[src/rtl/speed_test_pkt_gen.sv]
// Synthetic Ethernet frame source for the speed tester TX path: header, sequence
// number and incrementing payload on a byte-wide AXI-Stream, with gap pacing and counters.
module speed_test_pkt_gen #(
  parameter int          USER_WIDTH = 1,
  parameter logic [15:0] ETHERTYPE  = 16'h88B5
) (
  input  logic                  clk,
  input  logic                  rst_n,
  input  logic                  enable,
  input  logic [10:0]           frame_len,
  input  logic [15:0]           gap_cycles,
  input  logic [31:0]           frame_limit,
  input  logic [47:0]           dst_mac,
  input  logic [47:0]           src_mac,
  input  logic                  clear,
  output logic [7:0]            m_axis_tdata,
  output logic                  m_axis_tvalid,
  input  logic                  m_axis_tready,
  output logic                  m_axis_tlast,
  output logic [USER_WIDTH-1:0] m_axis_tuser,
  output logic                  busy,
  output logic [31:0]           tx_frames,
  output logic [47:0]           tx_bytes
);

  typedef enum logic [1:0] {S_IDLE, S_SEND, S_GAP} state_t;

  state_t      state, state_nxt;
  logic        start, last_hs, can_start, rearm;
  logic [10:0] idx, idx_d, idx_inc, len, len_clamp;
  logic [47:0] dst_q, src_q;
  logic [31:0] seq_q, run_count, run_base, run_eff, tx_frames_nxt;
  logic [15:0] gap_cnt;
  logic        tvalid_d, tlast_d;
  logic [7:0]  tdata_d;

  function automatic logic [7:0] byte_at(input logic [10:0] i, input logic [47:0] d,
                                         input logic [47:0] s, input logic [31:0] sq);
    logic [7:0] b;
    case (i)
      11'd0:   b = d[47:40];
      11'd1:   b = d[39:32];
      11'd2:   b = d[31:24];
      11'd3:   b = d[23:16];
      11'd4:   b = d[15:8];
      11'd5:   b = d[7:0];
      11'd6:   b = s[47:40];
      11'd7:   b = s[39:32];
      11'd8:   b = s[31:24];
      11'd9:   b = s[23:16];
      11'd10:  b = s[15:8];
      11'd11:  b = s[7:0];
      11'd12:  b = ETHERTYPE[15:8];
      11'd13:  b = ETHERTYPE[7:0];
      11'd14:  b = sq[31:24];
      11'd15:  b = sq[23:16];
      11'd16:  b = sq[15:8];
      11'd17:  b = sq[7:0];
      default: b = i[7:0] - 8'd18;  // payload counts from zero, wraps mod 256
    endcase
    return b;
  endfunction

  always_comb begin
    len_clamp = frame_len;
    if (frame_len < 11'd60)        len_clamp = 11'd60;
    else if (frame_len > 11'd1514) len_clamp = 11'd1514;
  end

  assign last_hs       = (state == S_SEND) & m_axis_tvalid & m_axis_tready & m_axis_tlast;
  assign idx_inc       = idx + 11'd1;
  assign run_base      = run_count + {31'd0, last_hs};
  // A run restarts when enable was seen low in IDLE, so an exhausted limit re-arms.
  assign run_eff       = (state == S_IDLE && rearm) ? 32'd0 : run_base;
  assign can_start     = enable && (frame_limit == 32'd0 || run_eff < frame_limit);
  assign tx_frames_nxt = clear ? 32'd0 : tx_frames + {31'd0, last_hs};
  assign m_axis_tuser  = '0;

  always_ff @(posedge clk or negedge rst_n)
    if (!rst_n) state <= S_IDLE;
    else        state <= state_nxt;

  always_comb begin
    state_nxt = state;
    start     = 1'b0;
    case (state)
      S_IDLE: if (can_start) begin state_nxt = S_SEND; start = 1'b1; end
      S_SEND: if (last_hs) begin
        if (gap_cycles != 16'd0) state_nxt = S_GAP;
        else if (can_start)      start = 1'b1;
        else                     state_nxt = S_IDLE;
      end
      S_GAP: if (gap_cnt <= 16'd1) begin
        if (can_start) begin state_nxt = S_SEND; start = 1'b1; end
        else           state_nxt = S_IDLE;
      end
      default: state_nxt = S_IDLE;
    endcase
  end

  // Next values of the registered stream outputs; byte 0 comes straight from the
  // live dst_mac so it is valid the cycle after the start decision.
  always_comb begin
    tvalid_d = m_axis_tvalid;
    tdata_d  = m_axis_tdata;
    tlast_d  = m_axis_tlast;
    idx_d    = idx;
    if (start) begin
      tvalid_d = 1'b1;
      tdata_d  = dst_mac[47:40];
      tlast_d  = 1'b0;
      idx_d    = 11'd0;
    end else if (last_hs) begin
      tvalid_d = 1'b0;
      tdata_d  = 8'd0;
      tlast_d  = 1'b0;
    end else if (state == S_SEND && m_axis_tvalid && m_axis_tready) begin
      idx_d    = idx_inc;
      tdata_d  = byte_at(idx_inc, dst_q, src_q, seq_q);
      tlast_d  = (idx_inc == len - 11'd1);
    end
  end

  always_ff @(posedge clk or negedge rst_n) begin
    if (!rst_n) begin
      m_axis_tvalid <= 1'b0;
      m_axis_tdata  <= 8'd0;
      m_axis_tlast  <= 1'b0;
      busy          <= 1'b0;
      idx           <= 11'd0;
      len           <= 11'd60;
      dst_q         <= 48'd0;
      src_q         <= 48'd0;
      seq_q         <= 32'd0;
      gap_cnt       <= 16'd0;
      run_count     <= 32'd0;
      rearm         <= 1'b0;
      tx_frames     <= 32'd0;
      tx_bytes      <= 48'd0;
    end else begin
      m_axis_tvalid <= tvalid_d;
      m_axis_tdata  <= tdata_d;
      m_axis_tlast  <= tlast_d;
      busy          <= (state_nxt != S_IDLE);
      idx           <= idx_d;
      rearm         <= (state == S_IDLE) && !enable;
      run_count     <= start ? run_eff : run_base;
      if (start) begin
        len   <= len_clamp;
        dst_q <= dst_mac;
        src_q <= src_mac;
        seq_q <= tx_frames_nxt;
      end
      if (last_hs)              gap_cnt <= gap_cycles;
      else if (state == S_GAP)  gap_cnt <= gap_cnt - 16'd1;
      tx_frames <= tx_frames_nxt;
      if (clear)        tx_bytes <= 48'd0;
      else if (last_hs) tx_bytes <= tx_bytes + {37'd0, len};
    end
  end

endmodule

[config.mk]
export PLATFORM = sky130hd
export DESIGN_NAME = speed_test_pkt_gen
export DESIGN_NICKNAME = d
export VERILOG_FILES = /design/src/rtl/speed_test_pkt_gen.sv
export SDC_FILE = /design/constraint.sdc
export NUM_CORES = 1
export LEC_CHECK = 0
export CAP_MARGIN = 20
export CORE_MARGIN = 5
export CORE_UTILIZATION = 65
export CTS_CLUSTER_SIZE = 30
export DETAILED_ROUTE_END_ITERATION = 6
export DONT_BUFFER_PORTS = 1
export GPL_TIMING_DRIVEN = 1
export HOLD_SLACK_MARGIN = 0.05
export PLACE_DENSITY = 0.91
export SYNTH_ARGS = -nofsm -noshare
export SYNTH_HDL_FRONTEND = slang
export SYNTH_SLANG_ARGS = --single-unit
[constraint.sdc]
create_clock -name clk -period 6.51 [get_ports clk]
set_clock_uncertainty 0.2 [all_clocks]
set_input_delay 1.302 -clock clk [delete_from_list [all_inputs] [get_ports clk]]
set_output_delay 1.302 -clock clk [all_outputs]
set_load 0.1 [all_outputs]
==> summary.txt <==
Setup path
  – WS Path Type: input port to flop
  – Top delay family on crit path: simple AND/OR/NAND/NOR gates
  – Buf/Inv on CP: 4
  – Crit-path slowest cell: or4_1
  – Largest fanout on the critical path: 31
  – Critical Path RT: 6.74 ns
  – CP peak stage delay: 0.53 ns
  – Kind of end point of the critical path: flop
  – Crit-path cells: nand4b_1, inv_1, nand2_1, clkinv_1, ha_1, ha_1, inv_1, nor2_1, nand3_1, or3_1, nor2_1, xnor2_1, nor2_1, ha_1, nand4_1, or2_2, or4_1, o22ai_1, o21ai_4, nand2_8, buf_4, mux2_2
  – Worst Setup Start Kind: input port
  – Arrival time of the worst setup path: 6.01 ns

STA
  – Max-slew violation count: 0
  – Period utilization: 0.888
  – Slew headroom: 0.230
  – Final setup vio count: 0
  – RSZ-0062 raised after global routing: no
  – Slew @ Worst Pin: 1.15 ns
  – Max frequency: 173 MHz
  – Final hold vios: 0
  – Hold WS: 0.249 ns
  – Setup TNS: 0 ns
  – Final min period: 5.78 ns

Job
  – Max_cap viols: 0

Clock network
  – H-Tree Depth: 1
  – CTS Buffer Depth: 3
  – Sink Count: 292
  – Clock transition at path regs: 0.06 ns
  – Post-CTS Resized: 0
  – CTS Buf Count: 31
  – CTS root buf: clkbuf_16
  – CTS tree: built
  – Skew-Pair Late Insertion Delay: 0.57 ns
  – Cts hold-fix bufs: 0
  – # Post-CTS Setup Buffers: 0

Route
  – Vias per cell: 6.62
  – Remaining DRCs: 0
  – WL final: 45.7 mm
  – Wirelength per Cell: 23.2 um
  – Drt pass-1 iters: 6
  – Via count: 13100
  – Initial DRC count: 1504
  – Number of routed nets with antenna violations: 0

Synth
  – Post-synth EDFFs: 0
  – Ys flop type: dfrtp_1
  – YS warnings: 0
  – Synth area leader: dfrtp_1
  – FF+latch count, synth: 292
  – Area contributors post-synth: dfrtp_1 (44%), mux2_4 (8.0%), nor2_1 (4.3%)
  – FFs w/ async S/R, synth: 1.00
  – Netlist Area Pre-Place: 16500 um^2
  – Syn avg cell area: 10.1 um^2
  – Synth Net Count: 1841
  – Synth Instances: 1625
  – Synth unique cells: 87
  – Post-synthesis sequential area ratio: 0.444
  – Synth top area share: 0.438

Global routing
  – Initial antenna violation count: 5
  – First-pass GRT wire length: 71.1 mm
  – Global route total overflow: 0
  – Vias in the first global route: 13100
  – All-layer global routing usage: 0.307
  – Pin count of the biggest net entering global routing: 293

Floorplan
  – Ports: 252
  – Die Ht: 169 um
  – FP Rows: 58
  – Die ar.: 28600 um^2
  – Die width: 169 um
  – Initial Utilization: 0.657
  – Core Area: 25000 um^2

Layout
  – Seq. cell area: 7310 um^2
  – # fillers: 1737
  – Final Core Density: 0.713
  – Synth-to-layout area growth: 8.52%
  – Ratio of cells with drive above 1 in the final layout: 0.143
  – Nets: 1830
  – Multi-input logic area: 8570 um^2
  – Post-Layout Cell Count: 1973

Run status
  – Status: finished clean

Placement
  – HPWL after DPL: 32.5 mm
  – IO buf count: 0
  – Routability cong.: 0.970
  – Dpl cells: 1911

Hold path
  – Hold Crit Class: input port to async pin

Power
  – Lkg Pwr: 8.06 nW
  – VDD IR-drop max: 0.270 mV
  – Total chip power: 0.00724 W
  – Power Dens Cells: 406 nW/um^2
[registers in the layout, indices dropped and copies added, names as in the netlist]
signal         count
gap_cnt           16
seq_q             32
busy               1
src_q             48
run_count         32
m_axis_tlast       1
len               11
idx               11
tx_bytes          48
tx_frames         32
rearm              1
state              2
dst_q             48
m_axis_tdata       8
m_axis_tvalid      1
[per-layer routing]
metal	global-route usage	vias to the layer above	wire [um]
met3	0.0890	123	4780
met2	0.505	706	21900
met1	0.399	6422	17500
met5	0	-	21
li1	-	5798	-
met4	0.0952	4	1580
[worst reg2reg max path, cell delays in order (launching register included)]
cell and delay (ns):
dfrtp_1 0.54, nand4b_1 0.16, inv_1 0.12, nand2_1 0.10, clkinv_1 0.09, ha_1 0.19
ha_1 0.22, inv_1 0.05, nor2_1 0.24, nand3_1 0.20, or3_1 0.42, nor2_1 0.15
xnor2_1 0.16, nor2_1 0.06, ha_1 0.32, nand4_1 0.13, or2_2 0.32, or4_1 0.53
o22ai_1 0.24, o21ai_4 0.14, nand2_8 0.30, buf_4 0.30, mux2_2 0.34
[cell usage in the layout (no fill, tap or decap), types with 14 or more instances in the layout]
cell	synthesis	final
nor4_1	21	21
ha_1	55	55
and4_1	19	19
inv_1	60	60
or3_1	16	16
xnor2_1	77	77
o21ai_0	62	62
mux2_4	88	88
a21oi_1	80	80
nand2_1	136	136
nand4_1	26	26
nor3_1	26	26
nand3_1	68	68
dfrtp_1	288	288
mux2_2	41	41
and3_1	21	21
a211oi_1	14	14
nor2_1	187	187
clkbuf_16	0	31
buf_4	1	21
xor2_1	55	54
[path summary, 6_finish.rpt]
kind,slack [ns],from,to,cells after the start
max in group asynchronous,5.17,rst_n,dst_q[31],0
hold / removal,0.25,rst_n,tx_bytes[28],0
min in group clk,0.30,dst_q[42],dst_q[42],1
setup / recovery,0.73,m_axis_tready,dst_q[47],22
setup reg to reg,0.89,state[0],dst_q[47],22
hold reg to reg,0.30,dst_q[42],dst_q[42],1
[stage by stage]
stage               cell area [um^2]  setup WS, ns
floorplan                      16500        0.0299
global placement               16800         0.303
detailed placement             16800         0.199
CTS                            17800         0.768
global route                   17900         0.400
finish                         17900         0.726
[synth_stat cells, types with 16 or more instances]
library cell / instances
a21oi_1: 80
and3_1: 21
and4_1: 19
clkbuf_1: 45
dfrtp_1: 288
ha_1: 55
inv_1: 60
mux2_2: 41
mux2_4: 88
nand2_1: 136
nand3_1: 68
nand4_1: 26
nor2_1: 187
nor3_1: 26
nor4_1: 21
o21ai_0: 62
or3_1: 16
xnor2_1: 77
xor2_1: 55
[power by group]
group          switching (W)  total, W  internal (W)
Sequential          0.000639   0.00291       0.00227
Clock               0.000734   0.00176       0.00103
Combinational        0.00136   0.00258       0.00122
Total                0.00273   0.00724       0.00451
[logic make-up after synthesis]
family          count (synthesis)  synth area share
simple gates                  576             0.168
compound gates                299             0.123
flops                         292             0.444
mux                           134             0.113
buf+inv                       134            0.0365
xor+xnor                      133            0.0712
fa+ha+maj                      56            0.0430
other cells                     1          0.000228
[final cells by class]
| class | instances | share of cell area |
|---|---|---|
| Clock buffer | 48 | 0.0526 |
| Clock inverter | 10 | 0.00469 |
| Multi-Input combinational cell | 1199 | 0.480 |
| Inverter | 62 | 0.0130 |
| Sequential cell | 292 | 0.409 |
| Tap cell | 330 | 0.0231 |
| Antenna cell | 4 | 0.000561 |
| Timing Repair Buffer | 28 | 0.0167 |
Power figures use the tool's default switching activity.
